File: src/rtl/cpu_pipe_pkg.sv
// Shared pipeline types and helpers: hazard metadata carried by every stage
// register, plus the saturating Tnew decrement used on capture and while aging.
package cpu_pipe_pkg;

    localparam int REG_ADDR_W = 5;
    localparam int TNEW_W_DEF = 2;
    // Storage width for Tnew; stages narrower than this zero-extend into it.
    localparam int TNEW_MAX_W = 8;

    typedef struct packed {
        logic [REG_ADDR_W-1:0] dst;
        logic                  regwrite;
        logic [TNEW_MAX_W-1:0] tnew;
    } hazard_meta_t;

    function automatic logic [TNEW_MAX_W-1:0] tnew_dec(input logic [TNEW_MAX_W-1:0] t);
        return (t == '0) ? '0 : t - 1'b1;
    endfunction

endpackage

File: src/rtl/pipe_stage_entry.sv
// One storage slot of a pipeline stage register: valid bit, hazard metadata and
// payload. Clear only drops the valid bit so the payload stays visible downstream.
module pipe_stage_entry
    import cpu_pipe_pkg::*;
#(
    parameter int PAYLOAD_W = 128
) (
    input  logic                 clk,
    input  logic                 reset,
    input  logic                 load,
    input  logic                 age,
    input  logic                 clear,
    input  hazard_meta_t         load_meta,
    input  logic [PAYLOAD_W-1:0] load_payload,
    output logic                 valid,
    output hazard_meta_t         meta,
    output logic [PAYLOAD_W-1:0] payload
);

    always_ff @(posedge clk) begin
        if (reset) begin
            valid   <= 1'b0;
            meta    <= '0;
            payload <= '0;
        end else if (clear) begin
            valid <= 1'b0;
        end else if (load) begin
            valid   <= 1'b1;
            meta    <= load_meta;
            payload <= load_payload;
        end else if (age && valid) begin
            meta.tnew <= tnew_dec(meta.tnew);
        end
    end

endmodule

File: src/rtl/pipe_stage_reg.sv
// Generic handshaked CPU pipeline stage register with hazard metadata export.
// Define PIPE_STAGE_SKID_EN for a two-entry skid buffer with a registered in_ready_o.
module pipe_stage_reg
    import cpu_pipe_pkg::*;
#(
    parameter int PAYLOAD_W = 128,
    parameter int TNEW_W    = TNEW_W_DEF,
    parameter bit TNEW_AGE  = 1'b0
) (
    input  logic                  clk,
    input  logic                  reset,
    input  logic                  flush_i,
    input  logic                  in_valid_i,
    output logic                  in_ready_o,
    input  logic [PAYLOAD_W-1:0]  in_payload_i,
    input  logic [REG_ADDR_W-1:0] in_dst_i,
    input  logic                  in_regwrite_i,
    input  logic [TNEW_W-1:0]     in_tnew_i,
    output logic                  out_valid_o,
    input  logic                  out_ready_i,
    output logic [PAYLOAD_W-1:0]  out_payload_o,
    output logic [REG_ADDR_W-1:0] out_dst_o,
    output logic                  out_regwrite_o,
    output logic [TNEW_W-1:0]     out_tnew_o
);

    // Writes to $0 are stripped here so hazard logic never sees them.
    function automatic hazard_meta_t capture_meta(input logic [REG_ADDR_W-1:0] dst,
                                                  input logic                  regwrite,
                                                  input logic [TNEW_W-1:0]     tnew);
        hazard_meta_t m;
        m.dst      = dst;
        m.regwrite = regwrite & (dst != '0);
        m.tnew     = tnew_dec(TNEW_MAX_W'(tnew));
        return m;
    endfunction

    logic                 in_xfer, out_xfer;
    logic                 main_load, main_age, main_clear, main_v;
    hazard_meta_t         cap_meta, main_d_meta, main_meta;
    logic [PAYLOAD_W-1:0] main_d_payload, main_payload;

    assign cap_meta = capture_meta(in_dst_i, in_regwrite_i, in_tnew_i);
    assign in_xfer  = in_valid_i & in_ready_o;
    assign out_xfer = main_v & out_ready_i;

`ifdef PIPE_STAGE_SKID_EN
    logic                 skid_load, skid_age, skid_clear, skid_v, skid_move;
    hazard_meta_t         skid_meta, skid_fwd_meta;
    logic [PAYLOAD_W-1:0] skid_payload;

    // skid_v is a flop, so in_ready_o has no path from out_ready_i.
    assign in_ready_o = ~skid_v;
    assign skid_move  = out_xfer & skid_v;

    // The skid entry is still held while it moves up, so it ages on the way.
    always_comb begin
        skid_fwd_meta = skid_meta;
        if (TNEW_AGE)
            skid_fwd_meta.tnew = tnew_dec(skid_meta.tnew);
    end

    always_comb begin
        main_d_meta    = cap_meta;
        main_d_payload = in_payload_i;
        if (skid_move) begin
            main_d_meta    = skid_fwd_meta;
            main_d_payload = skid_payload;
        end
    end

    assign main_load  = ~flush_i & (skid_move | (in_xfer & (~main_v | out_xfer)));
    assign main_clear = flush_i | (out_xfer & ~skid_move & ~in_xfer);
    assign main_age   = TNEW_AGE & ~out_xfer;
    assign skid_load  = ~flush_i & in_xfer & main_v & ~out_xfer;
    assign skid_clear = flush_i | skid_move;
    assign skid_age   = TNEW_AGE & ~skid_move;

    pipe_stage_entry #(.PAYLOAD_W(PAYLOAD_W)) u_skid (
        .clk          (clk),
        .reset        (reset),
        .load         (skid_load),
        .age          (skid_age),
        .clear        (skid_clear),
        .load_meta    (cap_meta),
        .load_payload (in_payload_i),
        .valid        (skid_v),
        .meta         (skid_meta),
        .payload      (skid_payload)
    );
`else
    assign in_ready_o     = ~main_v | out_ready_i;
    assign main_d_meta    = cap_meta;
    assign main_d_payload = in_payload_i;
    assign main_load      = ~flush_i & in_xfer;
    assign main_clear     = flush_i | (out_xfer & ~in_xfer);
    assign main_age       = TNEW_AGE & ~out_xfer;
`endif

    pipe_stage_entry #(.PAYLOAD_W(PAYLOAD_W)) u_main (
        .clk          (clk),
        .reset        (reset),
        .load         (main_load),
        .age          (main_age),
        .clear        (main_clear),
        .load_meta    (main_d_meta),
        .load_payload (main_d_payload),
        .valid        (main_v),
        .meta         (main_meta),
        .payload      (main_payload)
    );

    assign out_valid_o    = main_v;
    assign out_payload_o  = main_payload;
    assign out_dst_o      = main_meta.dst;
    assign out_regwrite_o = main_v & main_meta.regwrite;
    assign out_tnew_o     = main_v ? main_meta.tnew[TNEW_W-1:0] : '0;

    generate
        if (TNEW_W < TNEW_MAX_W) begin : g_tnew_hi
            logic unused_tnew_hi;
            assign unused_tnew_hi = ^main_meta.tnew[TNEW_MAX_W-1:TNEW_W];
        end
    endgenerate

endmodule
File: config.mk
export PLATFORM = sky130hd
export DESIGN_NAME = pipe_stage_reg
export DESIGN_NICKNAME = d
export VERILOG_FILES = /design/src/rtl/cpu_pipe_pkg.sv /design/src/rtl/pipe_stage_entry.sv /design/src/rtl/pipe_stage_reg.sv
export SDC_FILE = /design/constraint.sdc
export NUM_CORES = 1
export LEC_CHECK = 0
export ABC_AREA = 1
export CAP_MARGIN = 20
export CORE_MARGIN = 4
export CORE_UTILIZATION = 35
export DETAILED_ROUTE_END_ITERATION = 16
export GPL_TIMING_DRIVEN = 0
export PLACE_DENSITY_LB_ADDON = 0.05
export SLEW_MARGIN = 20
export SYNTH_ARGS = -nofsm -noshare
export SYNTH_HDL_FRONTEND = slang
export SYNTH_SLANG_ARGS = --single-unit
export TNS_END_PERCENT = 50
File: constraint.sdc
create_clock -name clk -period 1.1 [get_ports clk]
set_input_delay 0.33 -clock clk [delete_from_list [all_inputs] [get_ports clk]]
set_output_delay 0.33 -clock clk [all_outputs]
set_load 0.005 [all_outputs]
==> run_results.csv <==
group,metric,value,unit
finish,multiInputGateArea,2050,µm²
worst_setup_path,required,1390,ps
detailed_routing,vias,5310,
yosys,syn_area_per_cell,8.04,µm²
cts,clk-insertion-delay-late,410,ps
yosys,netlist_area,4980,µm²
sta,fin_skew,4.85,ps
worst_setup_path,crit_path_start,"flush_i",
placement,io_buffers,278,
detailed_routing,wire_per_inst,15.4,µm
global_route,grt_max_degree,17,
finish,final_cell_area,9250,µm²
floorplanning,die_x,127,µm
sta,setup_viol,274,
worst_setup_path,endpoint,"u_main.payload[72]",
finish,fillers,1192,
power,ir_drop,978,µV
placement,post-place-ws,-915,ps
power,power,13.7,mW
floorplanning,die_y,127,µm
detailed_routing,wirelength,17.9,mm
detailed_routing,vias_per_cell,4.57,
cts,cts_buffers,17,
sta,relSlewSlack,65.4,%
worst_setup_path,crit_path_start_kind,"input port",
worst_setup_path,worstRegToRegCells,9,
yosys,syn_inst,620,
sta,finalMaxSlewViolations,0,
finish,final_cell_mix,"nor2_1 (229), clkdlybuf4s50_1 (138), dfxtp_2 (133)",
global_route,grt_pass1_vias,5460,
cts,clockBufferDepth,2,
yosys,ys_ff_latch,137,
global_route,antenna_found_initial,0,
worst_setup_path,slowest_delay,470,ps
placement,placed_cell_area,8020,µm²
yosys,ys_types,19,
finish,regArea,2910,µm²
floorplanning,die_area,16200,µm²
sta,fin_hold_ws,315,ps
global_route,overflow,0,
finish,drive_gt1_share,48.2,%
detailed_routing,drtIter0Drc,220,
worst_setup_path,cp_slowest_cell,"clkdlybuf4s50_1",
floorplanning,design.portCount,279,
finish,postLayoutCoreUtil,66.3,%
worst_setup_path,cp_max_fo,10,
detailed_routing,drc,0,
sta,setup_ws,-309,ps
cts,clock_sinks,137,
worst_setup_path,worstReg2RegStart,"u_main.valid",
flow_run,maxCapViolCount,0,
outcome,outcome,"finished with violations",
cts,cts_tree,"done",
worst_setup_path,crit_family,"buffers and inverters",
yosys,ys_seq_area_share,55.0,%
global_route,track_usage,21.2,%
finish,area_growth,85.6,%
worst_setup_path,cp.arrival,1700,ps
global_route,grt_first_pass_wirelength,27.2,mm
yosys,syn-num-nets,761,
detailed_routing,dr.pass1.iters,4,
finish,mostFrequentLayoutCell,"nor2_1",
worst_setup_path,crit_path_cell_trace,"clkdlybuf4s50_1 -> nor2_4 -> nand2_8 -> buf_12 -> buf_6 -> o21ai_1 -> nor2_1",
finish,fin_nets,1110,
power,power.density,1480,nW/µm²
sta,rsz0062_at_grt,"true",
worst_setup_path,cp-end-kind,"flip-flop",
placement,dp_hpwl,12.9,mm
worst_setup_path,reg2reg_slack,-300,ps
finish,antenna_cells,0,
placement,routabilityCongestion,0.815,
power,p_leak,4.09,nW
sta,clock.fmax,0.710,GHz
worst_setup_path,worst-setup-path-type,"in -> reg",
cts,root_buffer,"clkbuf_16",
worst_setup_path,worstReg2RegEnd,"u_main.payload[74]",
outcome,violations,"setup timing",
floorplanning,core-area,13900,µm²
cts,htree_levels,4,
worst_setup_path,worstSetupPathDepth,7,
sta,worst_pin_slew,520,ps
cts,clk_pin_slew,50,ps
floorplanning,start_util,35.8,%
detailed_routing,ant_nets,0,
sta,fin_crit,1410,ps
worst_setup_path,crit_buf_inv,3,
yosys,yosysWarnings,0,
sta,hold_viol_final,0,
min_path,hold_path.class,"in -> reg",
floorplanning,rows,43,
sta,period_share,128,%
what timing repair did:
item / CTS / global route
cloned: 0 / 2
pin swaps: 3 / 2
endpoints found under the setup margin: 274 / 274
gates resized for setup: 775 / 89
hold buffers: 0 / 0
buffers inserted: 48 / 2
stage by stage:
| step | setup TNS [ps] | cells |
|---|---|---|
| finish | -44690 | 1162 |
| global route | -58150 | 1162 |
| CTS | -46900 | 1158 |
| detailed placement | -112990 | 1078 |
| global placement | -106970 | 1078 |
| floorplan | 0 | 620 |
worst reg2reg max path, delay by kind of cell (launching register included):
family        cells  cell delay [ps]
buf+inv           5              600
flops             1              370
simple gates      4              310
cells in the mapped netlist:
cell | count | area (µm²)
nand3b_1 | 1 | 7.51
inv_1 | 7 | 26.3
a31oi_1 | 1 | 6.26
inv_2 | 2 | 7.51
buf_4 | 5 | 37.5
buf_6 | 12 | 135
nor2_4 | 1 | 11.3
nand2_4 | 1 | 11.3
o21ai_1 | 60 | 300
o21ai_0 | 74 | 370
buf_2 | 17 | 85.1
dfxtp_1 | 137 | 2740
nand3_1 | 2 | 10.0
inv_4 | 1 | 6.26
nand2_1 | 9 | 33.8
nor2_1 | 236 | 886
clkbuf_1 | 13 | 48.8
nor2_2 | 40 | 250
nand2_2 | 1 | 6.26
worst min-delay path by stage:
stage / start / to / slack [ps] / cells past startpoint
CTS: out_ready_i / u_main.valid / 300 / 2
finish: out_ready_i / u_main.valid / 310 / 2
global placement: u_main.payload[59] / u_main.payload[59] / 460 / 2
detailed placement: u_main.payload[63] / u_main.payload[63] / 470 / 2
global route: out_ready_i / u_main.valid / 350 / 2
floorplan: out_ready_i / u_main.valid / 430 / 1
area by class of cell:
cell class | instances | area share [%]
flip-flops and latches | 137 | 31.5
repair buffers | 329 | 32.3
well taps | 180 | 2.44
clock inverters | 7 | 0.947
clock buffers | 25 | 5.48
plain buffers | 47 | 4.59
inverters | 10 | 0.568
multi-input cells | 427 | 22.2
metal layers:
metal | track usage, % | wire length, µm | up-vias
li1 | - | - | 2678
met1 | 22.6 | 6790 | 2387
met2 | 37.0 | 8920 | 213
met3 | 8.99 | 1770 | 32
met4 | 8.64 | 450 | 0
met5 | 0 | 0 | -
where the power goes:
part           internal, mW  switching, mW  leakage [nW]  total, mW
sequential             5.38          0.210          1.18       5.59
combinational          1.45          0.977          2.62       2.42
clock                  3.64           2.01         0.292       5.65
total                  10.5           3.20          4.09       13.7
cells by family (layout without fill, tap and decap cells):
family	after synthesis	in the layout	share of synthesized area (%)
AO/OA/AOI/OAI	135	135	13.6
buffers and inverters	57	418	6.96
flip-flops	137	137	55.0
AND/OR/NAND/NOR	291	292	24.4
sequential cells by signal (all words and copies together) (netlist names):
signal / cells
u_main.payload: 128
u_main.meta: 8
u_main.valid: 1
Note: power is estimated with default switching activity, not from simulation.
